===== src/rtl/npu_pkg.sv =====
// npu_pkg: constants and state type shared by the tile loader, top-level FSM and NPU
package npu_pkg;
    localparam int IMG_W          = 400;
    localparam int TILE           = 10;
    localparam int TILES_PER_SIDE = IMG_W / TILE;
    localparam int PIX_W          = 8;
    localparam int MAT_W          = 16;
    localparam int ADDR_W         = 18;
    typedef enum logic [1:0] {IDLE, ISSUE, DRAIN, FINISH} state_t;
endpackage


===== src/rtl/tile_addr_gen.sv =====
// tile_addr_gen: row/column counters and incremental row-major ROM address for one tile
module tile_addr_gen #(
    parameter int IMG_W = npu_pkg::IMG_W,
    parameter int TILE  = npu_pkg::TILE
) (
    input  logic                        clk,
    input  logic                        rst,
    input  logic                        load,
    input  logic                        step,
    input  logic [5:0]                  tx,
    input  logic [5:0]                  ty,
    output logic [npu_pkg::ADDR_W-1:0]  addr,
    output logic [$clog2(TILE)-1:0]     nr,
    output logic [$clog2(TILE)-1:0]     nc
);
    import npu_pkg::*;
    localparam int CW = $clog2(TILE);
    logic [CW-1:0] r, c;
    logic [ADDR_W-1:0] row_base, next_base, next_addr;
    logic wrap;
    // next index/address; the only multiply happens once, when a tile is loaded
    always_comb begin
        wrap      = c == CW'(TILE - 1);
        next_base = load ? ADDR_W'(ty) * ADDR_W'(TILE * IMG_W) + ADDR_W'(tx) * ADDR_W'(TILE)
                  : wrap ? row_base + ADDR_W'(IMG_W) : row_base;
        next_addr = (load || wrap) ? next_base : addr + 1'b1;
        nr        = load ? '0 : wrap ? r + 1'b1 : r;
        nc        = (load || wrap) ? '0 : c + 1'b1;
    end
    // counters and address advance only on load or step, otherwise hold
    always_ff @(posedge clk) begin
        if (rst) begin
            r        <= '0;
            c        <= '0;
            row_base <= '0;
            addr     <= '0;
        end else if (load || step) begin
            r        <= nr;
            c        <= nc;
            row_base <= next_base;
            addr     <= next_addr;
        end
    end
endmodule


===== src/rtl/tile_loader.sv =====
// tile_loader: streams one TILE x TILE pixel tile from ROM into a signed matrix for the NPU
module tile_loader #(
    parameter int IMG_W   = npu_pkg::IMG_W,
    parameter int TILE    = npu_pkg::TILE,
    parameter int ROM_LAT = 2
) (
    input  logic                              clk,
    input  logic                              rst,
    input  logic                              start,
    input  logic [5:0]                        tile_x,
    input  logic [5:0]                        tile_y,
    output logic [npu_pkg::ADDR_W-1:0]        rom_addr,
    input  logic [npu_pkg::PIX_W-1:0]         rom_data,
    output logic signed [npu_pkg::MAT_W-1:0]  tile [TILE][TILE],
    output logic                              busy,
    output logic                              done,
    output logic                              err
);
    import npu_pkg::*;
    localparam int TPS = IMG_W / TILE;
    localparam int CW  = $clog2(TILE);
    state_t state;
    logic ok, accept, issuing;
    logic [CW-1:0] nr, nc;
    logic vld [ROM_LAT];
    logic [CW-1:0] rp [ROM_LAT];
    logic [CW-1:0] cp [ROM_LAT];
    // start is only looked at in IDLE; done is high only in FINISH, so it is ignored then too
    always_comb begin
        ok      = tile_x <= 6'(TPS - 1) && tile_y <= 6'(TPS - 1);
        accept  = state == IDLE && start;
        issuing = (accept && ok) || state == ISSUE;
    end
    tile_addr_gen #(.IMG_W(IMG_W), .TILE(TILE)) u_gen (
        .clk  (clk),
        .rst  (rst),
        .load (accept && ok),
        .step (state == ISSUE),
        .tx   (tile_x),
        .ty   (tile_y),
        .addr (rom_addr),
        .nr   (nr),
        .nc   (nc)
    );
    // control FSM; bad coordinates skip straight to FINISH with done and err
    always_ff @(posedge clk) begin
        if (rst) begin
            state <= IDLE;
            busy  <= 1'b0;
            done  <= 1'b0;
            err   <= 1'b0;
        end else begin
            case (state)
                IDLE: if (accept) begin
                    state <= ok ? ISSUE : FINISH;
                    busy  <= ok;
                    done  <= !ok;
                    err   <= !ok;
                end
                ISSUE: if (nr == CW'(TILE - 1) && nc == CW'(TILE - 1)) state <= DRAIN;
                DRAIN: if (vld[ROM_LAT-1] && rp[ROM_LAT-1] == CW'(TILE - 1) && cp[ROM_LAT-1] == CW'(TILE - 1)) begin
                    state <= FINISH;
                    busy  <= 1'b0;
                    done  <= 1'b1;
                end
                FINISH: begin
                    state <= IDLE;
                    done  <= 1'b0;
                    err   <= 1'b0;
                end
                default: state <= IDLE;
            endcase
        end
    end
    // (row, col, valid) of each issued index, delayed to line up with rom_data
    always_ff @(posedge clk) begin
        if (rst) begin
            for (int i = 0; i < ROM_LAT; i++) begin
                vld[i] <= 1'b0;
                rp[i]  <= '0;
                cp[i]  <= '0;
            end
        end else begin
            vld[0] <= issuing;
            rp[0]  <= nr;
            cp[0]  <= nc;
            for (int i = 1; i < ROM_LAT; i++) begin
                vld[i] <= vld[i-1];
                rp[i]  <= rp[i-1];
                cp[i]  <= cp[i-1];
            end
        end
    end
    // capture pixels zero-extended so they stay positive in the signed matrix
    always_ff @(posedge clk) begin
        if (rst) begin
            for (int r = 0; r < TILE; r++)
                for (int c = 0; c < TILE; c++)
                    tile[r][c] <= '0;
        end else if (vld[ROM_LAT-1]) begin
            tile[rp[ROM_LAT-1]][cp[ROM_LAT-1]] <= MAT_W'(rom_data);
        end
    end
endmodule


===== config.mk =====
export PLATFORM = sky130hd
export DESIGN_NAME = tile_loader
export DESIGN_NICKNAME = d
export VERILOG_FILES = /design/src/rtl/npu_pkg.sv /design/src/rtl/tile_addr_gen.sv /design/src/rtl/tile_loader.sv
export SDC_FILE = /design/constraint.sdc
export NUM_CORES = 2
export LEC_CHECK = 0
export CORE_AREA = 8 8 633 635
export CTS_BUF_LIST = sky130_fd_sc_hd__clkbuf_2
export CTS_CLUSTER_SIZE = 12
export DETAILED_ROUTE_END_ITERATION = 6
export DIE_AREA = 0 0 641 643
export SETUP_SLACK_MARGIN = 0.15
export SLEW_MARGIN = 20
export SYNTH_ARGS = -nofsm -noshare
export SYNTH_HDL_FRONTEND = slang
export SYNTH_SLANG_ARGS = --single-unit

===== constraint.sdc =====
create_clock -name clk -period 10.1 [get_ports clk]
set_input_delay 2.02 -clock clk [delete_from_list [all_inputs] [get_ports clk]]
set_output_delay 2.02 -clock clk [all_outputs]
set_load 0.01 [all_outputs]

==> run metrics <==
clock tree from TritonCTS built; Top Family by Delay on Critical Path buffers and inverters; global-route wire length before repair 263,000 um; Avg Vias per Cell 3.19; CTS H-tree lvls 4; number of rows in the core area 230; run status completed; Seq/Total Area, Yosys 43.3%; Worst Setup Path Type reg2out; main combinational cell family by area after synthesis simple AND/OR/NAND/NOR gates; area fraction in and, or, nand and nor cells after synthesis 20.4%; power per standard cell area 135 nW/um^2; synthesized cell area 40,100 um^2; type of the most critical hold path reg2reg; dominant cells by area after synthesis dfxtp_1 (43%), buf_4 (15%), a21oi_1 (9.3%); Rel. slew slack 27.4%; type of destination of the critical path output port; Max stage delay cell, worst path clkdlybuf4s50_1; number of instances on the worst hold path 1; mean instance size in the synthesized netlist 8.01 um^2; r2r worst-path depth 9; number of cells on the critical path 1; Clock Tree Root clkbuf_2; complex-gate fraction of the synthesized area 11.3%; adder and majority gate portion of the synthesized area 2.22%; Synth cell types 69; NumNets Final 5,874; setup violation total in the final timing report 0; number of optimization iterations in the first detailed-route pass 5; residual overflow from global routing 0; total global-route track usage 8.75%; power spent charging and discharging nets 2.48 mW; standby leakage power 17.9 nW; #FFs+latches synth 867; cell breakdown of the critical path clkdlybuf4s50_1; min Tclk post-route 5.18 ns; clock-pin slew on the worst setup and hold paths 0.10 ns; fraction of post-synthesis cell area in the top cell type by area 43.3%; Max Clock Freq 193 MHz; setup skew after layout 0.362 ns; post-cts sizing count 0; post-route standard cell area excluding fillers 53,500 um^2; number of nets still failing antenna checks after routing 0; count of buffers from port buffering 843; clock group share of total power 36.2%; Die X-Extent 641 um; area of the die 412,000 um^2; predominant post-synthesis flop cell dfxtp_1; unrepaired setup endpoints after global routing no; maximum number of pins on one net before global-route repair 182; launching element of the worst setup path u_gen.addr[13]$_SDFFE_PP0P_; critical path arrival 3.16 ns; Required @ worst endpoint 8.08 ns; internal power component 4.74 mW; slew of the pin with the lowest slew margin 1.09 ns; Synth Warn # 0; sum of negative setup slack 0 ns; Inserted Clock Buffers 239; number of enable flip-flop cells after synthesis 0; Worst IR Drop VDD 0.0000958 V; maximum clock insertion buffer count 4; post-detailed-route wirelength per cell 17.4 um; synthesized instance count 5,005; asr flop ratio synth 0%; max-cap check violation count 0; RR Startpoint cp[0][4]$_SDFF_PP0_; drt first-iter violations 2,137; Vias 35,700; global placement routability congestion 0.771; sequential power share 49.0%; post-layout total power 7.23 mW; placed cell area 51,400 um^2; total of hold buffers inserted after clock tree synthesis 0; Final Core Density 13.7%; worst min-delay path startpoint rp[0][0]$_SDFF_PP0_; Sink Count 867; top cell type by total area after synthesis dfxtp_1; chip height 643 um; Starting Density 10.3%; number of max-slew violations in the final report 0; total length of routed wires 195,000 um; crit-path max cell delay 0.86 ns; combinational share of power 14.8%; Switching Fraction 34.4%; worst-path maximum fanout 7; total I/O pin count 1,644; vias in the first global route 34,200; CORE AREA 391,000 um^2; fraction of final layout cells sized beyond drive strength 1 8.69%; clock network latency to the later pin of the worst-skew pair 1.81 ns; post-CTS setup buffer count 0; xor-xnor portion of the synthesized cell area 1.09%; DRC violations left 0; antenna violations before repair 26; critical path buffer and inverter count 1; synthesis-to-finish area growth 33.5%; portion of netlist area occupied by mux cells 2.45%; final worst path period share 51.3%; category of the worst setup path launch point flip-flop; final HPWL from detailed placement 144,000 um; final-report hold violation count 0
==> cell usage in the layout (no fill, tap or decap), drive strengths merged, types with 14 or more instances in the layout <==
master and count:
dfxtp 867, nand2 850, nand3 722, conb 800, clkdlybuf4s50 832, clkinv 49, buf 98, o21ai 21
nor2 154, xnor2 28, ha 47, and2 14, nor2b 21, clkbuf 348, xor2 22, mux2i 98
fa 15, a21oi 743, nor3 30, diode 16, inv 50
==> final timing paths <==
check,end,slack (ns)
worst max register to register,tile[292]$_SDFFE_PP0P_,5.73
worst max-delay path,rom_addr[13],4.92
worst min register to register,rp[0][4]$_SDFF_PP0_,0.45
worst min-delay path,rp[0][4]$_SDFF_PP0_,0.45
==> layout make-up <==
class                           count  area, um^2
Antenna cell                       16        40.0
Clock buffer                      348        1740
Clock inverter                     53         318
Fill cell                       45000      337000
Inverter                           48         180
Multi-Input combinational cell   3703       18200
Sequential cell                   867       17400
Tap cell                         5220        6530
Timing Repair Buffer              930        9160
==> cells in the mapped netlist (all sizes together), types with 3 or more instances <==
cell type  instances
fa                15
nand3            722
nand4             12
o21a               4
o22ai              3
nor2             154
o21ai             21
or3                3
a21oi            743
a311oi             3
a221oi             6
a211o              8
nor3              30
a21o               7
mux2i             98
inv               47
and3               8
nor4               3
a31o               3
buf              883
a31oi              7
and2              14
xnor2             28
clkbuf           303
and4               4
nand2            850
a211oi            13
ha                47
o211ai             8
dfxtp            867
xor2              22
nand2b             9
nor2b             21
==> flip-flops by register name (all words and copies together) (netlist names) <==
signal	cells
u_gen.c	4
state	2
tile	800
cp	8
u_gen.addr	18
vld	2
busy	1
done	1
err	1
u_gen.r	4
rp	8
u_gen.row_base	18
==> layer usage <==
layer / up-vias / part of all wire, % / track usage [%] / wire length [um]
li1: 16800 / - / - / -
met1: 16900 / 39 / 10.1 / 76800
met2: 1675 / 51 / 15.9 / 99000
met3: 309 / 7.1 / 2.06 / 13900
met4: 14 / 2.7 / 2.60 / 5300
met5: - / 0.044 / 0 / 86
==> power by group through the flow <==
stage	sequential (mW)	combinational, mW	clock, mW
after floorplan	3.60	0.917	0
after CTS	3.54	1.08	2.80
after global placement	3.62	1.08	0
final	3.54	1.07	2.62
after global routing	3.55	1.17	2.94
after detailed placement	3.62	1.07	0
==> cells by family (layout without fill, tap and decap cells) <==
logic type | after synthesis | after routing
adders and majority gates | 62 | 62
muxes | 98 | 98
other | 1 | 816
buffers and inverters | 1234 | 1379
DFF | 867 | 867
AOI/OAI and AO/OA | 849 | 849
and+or+nand+nor | 1844 | 1844
xor gates and xnor gates | 50 | 50
==> per-stage QoR <==
| stage | hold WS, ns | worst slack (ns) | cells |
|---|---|---|---|
| floorplan | 0.414 | 4.63 | 5804 |
| CTS | 0.0731 | 4.27 | 11200 |
| global route | 0.264 | 4.42 | 11200 |
| detailed placement | 0.424 | 3.74 | 10800 |
| finish | 0.449 | 4.92 | 11200 |
| global placement | 0.417 | 3.79 | 10800 |
Power figures use the tool's default switching activity.
